`src/rtl/booth_r4_mult_param.sv`:
```
// Sequential radix-4 Booth multiplier, WIDTH-bit operands, signed or unsigned per operation.
// One Booth digit per CALC cycle; the product is held in z behind a ready/valid handshake.
module booth_r4_mult_param #(
    parameter int WIDTH = 16
) (
    input  logic                 clk,
    input  logic                 rst,
    input  logic                 start,
    input  logic                 signed_mode,
    input  logic [WIDTH-1:0]     x,
    input  logic [WIDTH-1:0]     y,
    output logic                 in_ready,
    output logic                 busy,
    output logic [2*WIDTH-1:0]   z,
    output logic                 valid,
    input  logic                 z_ready,
    output logic                 cg_en
);

    localparam int ITER = WIDTH / 2 + 1;
    localparam int EW   = WIDTH + 2;
    localparam int CW   = $clog2(ITER + 1);

    typedef enum logic [1:0] {
        IDLE = 2'd0,
        CALC = 2'd1,
        DONE = 2'd2
    } state_t;

    state_t state, state_nxt;

    logic signed [EW-1:0]  acc;
    logic signed [EW-1:0]  q_reg;
    logic signed [EW-1:0]  m_reg;
    logic                  q_m1;
    logic [CW-1:0]         count;

    logic signed [EW:0]    sum;
    logic signed [EW-1:0]  acc_nxt;
    logic signed [EW-1:0]  q_nxt;
    logic [2*WIDTH-1:0]    z_nxt;
    logic                  last_iter;

    function automatic logic signed [EW-1:0] ext_op(input logic [WIDTH-1:0] v, input logic sm);
        return sm ? $signed({{2{v[WIDTH-1]}}, v}) : $signed({2'b00, v});
    endfunction

    // Radix-4 digit selection; computed one bit wider than M so +/-2M stays exact.
    function automatic logic signed [EW:0] booth_term(input logic [2:0] trip,
                                                      input logic signed [EW-1:0] m);
        logic signed [EW:0] m1;
        m1 = $signed({m[EW-1], m});
        case (trip)
            3'b001, 3'b010: return m1;
            3'b011:         return m1 <<< 1;
            3'b100:         return -(m1 <<< 1);
            3'b101, 3'b110: return -m1;
            default:        return '0;
        endcase
    endfunction

    assign sum       = $signed({acc[EW-1], acc}) + booth_term({q_reg[1:0], q_m1}, m_reg);
    assign acc_nxt   = $signed({sum[EW], sum[EW:2]});
    assign q_nxt     = $signed({sum[1:0], q_reg[EW-1:2]});
    assign z_nxt     = {acc_nxt[WIDTH-3:0], q_nxt};
    assign last_iter = (count == CW'(ITER - 1));

    assign in_ready = (state == IDLE);
    assign busy     = (state == CALC);
    assign cg_en    = (state == CALC) | ((state == IDLE) & start) | rst;

    always_ff @(posedge clk) begin
        if (rst) state <= IDLE;
        else     state <= state_nxt;
    end

    always_comb begin
        state_nxt = state;
        case (state)
            IDLE:    if (start) state_nxt = CALC;
            CALC:    if (last_iter) state_nxt = DONE;
            DONE:    if (z_ready) state_nxt = IDLE;
            default: state_nxt = IDLE;
        endcase
    end

    // Datapath registers: only change on capture or iteration, so cg_en may gate their clock.
    always_ff @(posedge clk) begin
        if (rst) begin
            acc   <= '0;
            count <= '0;
        end else if (state == IDLE && start) begin
            acc   <= '0;
            q_reg <= ext_op(x, signed_mode);
            q_m1  <= 1'b0;
            m_reg <= ext_op(y, signed_mode);
            count <= '0;
        end else if (state == CALC) begin
            acc   <= acc_nxt;
            q_reg <= q_nxt;
            q_m1  <= q_reg[1];
            count <= count + 1'b1;
        end
    end

    // Result registers stay on the free-running clock.
    always_ff @(posedge clk) begin
        if (rst) begin
            z     <= '0;
            valid <= 1'b0;
        end else if (state == CALC && last_iter) begin
            z     <= z_nxt;
            valid <= 1'b1;
        end else if (state == DONE && z_ready) begin
            valid <= 1'b0;
        end
    end

endmodule
```
`config.mk`:
```
export PLATFORM = sky130hd
export DESIGN_NAME = booth_r4_mult_param
export DESIGN_NICKNAME = d
export VERILOG_FILES = /design/src/rtl/booth_r4_mult_param.sv
export SDC_FILE = /design/constraint.sdc
export NUM_CORES = 1
export LEC_CHECK = 0
export BUFFER_PORTS_ARGS = -buffer_cell sky130_fd_sc_hd__clkbuf_2
export CAP_MARGIN = 20
export CORE_ASPECT_RATIO = 0.7
export CORE_MARGIN = 5
export CORE_UTILIZATION = 60
export DETAILED_ROUTE_END_ITERATION = 8
export GPL_TIMING_DRIVEN = 0
export PLACE_DENSITY = 0.83
export SYNTH_ARGS = -nofsm -noshare
export SYNTH_HDL_FRONTEND = slang
export SYNTH_SLANG_ARGS = --single-unit
export TNS_END_PERCENT = 1
```
`constraint.sdc`:
```
create_clock -name clk -period 7.71 [get_ports clk]
set_input_delay 0.3855 -clock clk [delete_from_list [all_inputs] [get_ports clk]]
set_output_delay 0.3855 -clock clk [all_outputs]
set_load 0.01 [all_outputs]
```
==> impl_metrics.yaml <==
sta:
  relSlewSlack: 0.5073
  period_share: 0.5610
  fmax_ghz: 0.2312
  slew_viol_final: 0
  post-route-min-period_ns: 4.326
  tightest_slew_ns: 0.7366
  worst_clock_skew_ns: 0.007793
  setup_tns_ns: 0
  layout_setup_ws_ns: 3.384
  rsz0062_at_grt: "no"
  finalSetupViolations: 0
  finalHoldViolations: 0
  whs_ns: 0.2086
drt:
  wl_per_cell_um: 17.43
  dr.pass1.iters: 5
  wl_met3_mm: 1.172
  drc: 0
  top_layer_used: "met4"
  drt.antenna.violating_nets: 0
  route.met2.wl_mm: 6.498
  wirelength_mm: 14.36
  vias_per_cell: 6.019
  dr_total_vias: 4960
  drt_iter0_drc: 523
  met1Wirelength_mm: 6.541
clocking:
  htreeDepth: 3
  cts_sinks: 92
  ctsHoldBuffers: 0
  post_cts_buffers: 0
  post_cts_resized: 0
  cts_tree: "built"
  cts_buffers: 9
  clk_latency_ns: 0.35
  cts_buffer_depth: 2
  clk_transition_reported_paths_ns: 0.07
  cts_root_buf: "clkbuf_16"
floorplanning:
  core_mm2: 0.008548
  num_io_pins: 73
  die_h_um: 88.67
  row_count: 28
  die_area_mm2: 0.01085
  die_w_um: 122.4
  start_util: 0.6205
synth:
  synth_cell_types: 67
  ys_ff_latch: 92
  synth_fp_nets: 673
  avgSynthCellArea_um2: 8.638
  synth_flop_cell: "dfxtp_1"
  netlist_area_mm2: 0.005304
  synth_edf_count: 36
  yosys_warnings: 0
  syn_inst: 614
  ys_seq_area_frac: 0.4152
  async_reset_ff_frac: 0
place:
  place_hpwl_mm: 10.69
  gp_congestion: 0.9167
  portBuffers: 72
  pre_cts_slack_ns: 3.489
worst_setup_path:
  r2r_slack_ns: 3.38
  crit_buf_inv: 1
  crit_path_start_kind: "flop"
  critical_path_class: "flop to flop"
  crit_fanout: 6
  cp.depth: 17
  cpLargestDelayFamily: "simple AND/OR/NAND/NOR gates"
  ff2ff_path_depth: 17
  regToRegEndpoint: "acc[16]"
  arrival_ns: 4.56
  cpPeakStageDelay_ns: 0.48
  cp_slowest_cell: "edfxtp_1"
  critPathCaptureType: "flop"
  r2r_start: "m_reg[1]"
  path_cells: "inv_1 -> ha_1 -> nor3b_4 -> nand3_2 -> nor3_1 -> xor2_1 -> a21oi_1 -> o21ai_1 -> a21oi_1 -> ha_1 -> and3_1 -> nand2_1 -> a211oi_1 -> o21ai_1 -> a211o_1 -> nand2_1 -> mux2_1"
  cp.required_ns: 7.94
cells_and_area:
  largest_reg_flops: 32
  drive_above_1_share: 0.1676
  num-nets-final: 758
  syn_to_final_growth_pct: 15.71
  diodes: 0
power:
  swShare: 0.3143
  internal_power_uw: 857.6
  p_per_area_mw_per_mm2: 203.8
  power.share.sequential: 0.439
  clock_power_share: 0.353
  vdd_drop_max_mv: 0.2495
  p_leak_uw: 0.002527
  pwr-share-comb: 0.207
  p_sw_uw: 393.1
flow_run:
  drv_cap: 0
hold_path:
  hold_start: "y[14]"
  worstHoldPathType: "input pin to flop"
  min_delay_worst_endpoint: "m_reg[14]"
  hold_depth: 1
grt:
  grtUsageTotal: 0.2719
  grt-ovfl-total: 0
  grt_max_degree: 19
  antenna_found_initial: 0
  grt_pass1_wl_mm: 23.00
  grt_pass1_vias: 4602
outcome:
  status: "completed"
-- worst max path at each step --
stage             start      end  slack, ns
2_1_floorplan  m_reg[1]  acc[16]       4.14
3_3_place_gp   m_reg[1]  acc[16]       3.58
3_5_place_dp   m_reg[1]  acc[16]       3.49
4_1_cts        m_reg[1]  acc[16]       3.46
5_1_grt        m_reg[1]  acc[16]       3.09
6_report       m_reg[1]  acc[16]       3.38
-- power by group through the flow --
stage	logic, µW	clock network (µW)	registers, µW
floorplan	185	0	554
finish	259	442	549
global route	285	467	552
global placement	243	0	559
CTS	255	445	549
detailed placement	252	0	559
-- stage by stage --
step	instance area [µm²]	total power (µW)	util	instances
2_1_floorplan	5304	739.5	-	614
3_3_place_gp	5814	802.6	0.6802	806
3_5_place_dp	5841	811.2	0.6833	808
4_1_cts	6137	1248	0.7179	824
5_1_grt	6137	1304	0.7179	824
6_report	6137	1251	0.7179	824
-- cells in the final DEF (no fill, tap or decap), drive strengths merged, types with 2 or more instances in the layout --
cell	netlist	final
nand2	150	150
clkbuf	21	102
a21oi	65	65
dfxtp	56	56
nor2	43	43
edfxtp	36	36
o21ai	22	22
ha	21	21
xnor2	20	20
a22o	16	16
xor2	15	15
inv	12	15
nor3	14	14
a21o	12	12
buf	9	11
nand3	9	9
a221oi	8	8
and2	6	6
nand2b	5	5
o22ai	5	5
nand4	5	5
a31oi	4	4
or3	4	4
o211ai	4	4
o21a	4	4
nor2b	3	3
and3	3	3
a211oi	3	3
o221ai	3	3
a221o	3	3
and4	3	3
nor3b	3	3
clkinv	1	3
nor4	2	2
nand3b	2	2
a22oi	2	2
o2111ai	2	2
o21bai	2	2
a211o	2	2
clkinvlp	0	2
-- layer usage --
| metal | up-vias | global-route usage |
|---|---|---|
| li1 | 2366 | - |
| met1 | 2354 | 0.3989 |
| met2 | 225 | 0.4158 |
| met3 | 15 | 0.05751 |
| met4 | 0 | 0.05996 |
| met5 | - | 0 |
-- synth_stat cells (all sizes together) (3+ instances only) --
library cell | count | area, µm²
nor3 | 14 | 97.59
a22o | 16 | 140.1
o221ai | 3 | 26.28
a21o | 12 | 91.34
nor3b | 3 | 33.78
o21ai | 22 | 113.9
a221oi | 8 | 76.32
inv | 12 | 45.04
or3 | 4 | 25.02
xor2 | 15 | 131.4
dfxtp | 56 | 1121
nand2b | 5 | 31.28
and3 | 3 | 18.77
a221o | 3 | 30.03
o22ai | 5 | 31.28
o21a | 4 | 30.03
nand2 | 150 | 563.0
nor2b | 3 | 18.77
nand3 | 9 | 55.05
and2 | 6 | 37.54
o211ai | 4 | 30.03
a31oi | 4 | 25.02
xnor2 | 20 | 175.2
ha | 21 | 262.8
clkbuf | 21 | 78.83
a211oi | 3 | 22.52
and4 | 3 | 27.53
a21oi | 65 | 332.8
nand4 | 5 | 37.53
buf | 9 | 72.56
edfxtp | 36 | 1081
nor2 | 43 | 161.4
-- area by class of cell --
class / count / area, µm²
Multi-Input combinational cell: 478 / 2893
Fill cell: 718 / 2411
Sequential cell: 92 / 2202
Timing Repair Buffer: 74 / 382.9
Clock buffer: 9 / 225.2
Buffer: 31 / 163.9
Tap cell: 120 / 150.1
Clock inverter: 7 / 71.32
Inverter: 13 / 48.80
-- logic make-up after synthesis --
family	Yosys count	synth area share
compound gates	165	0.2074
mux	1	0.002123
fa+ha+maj	22	0.05331
xor+xnor	35	0.05780
flops	92	0.4152
buf+inv	44	0.04010
simple gates	255	0.2241
Power figures use the tool's default switching activity.
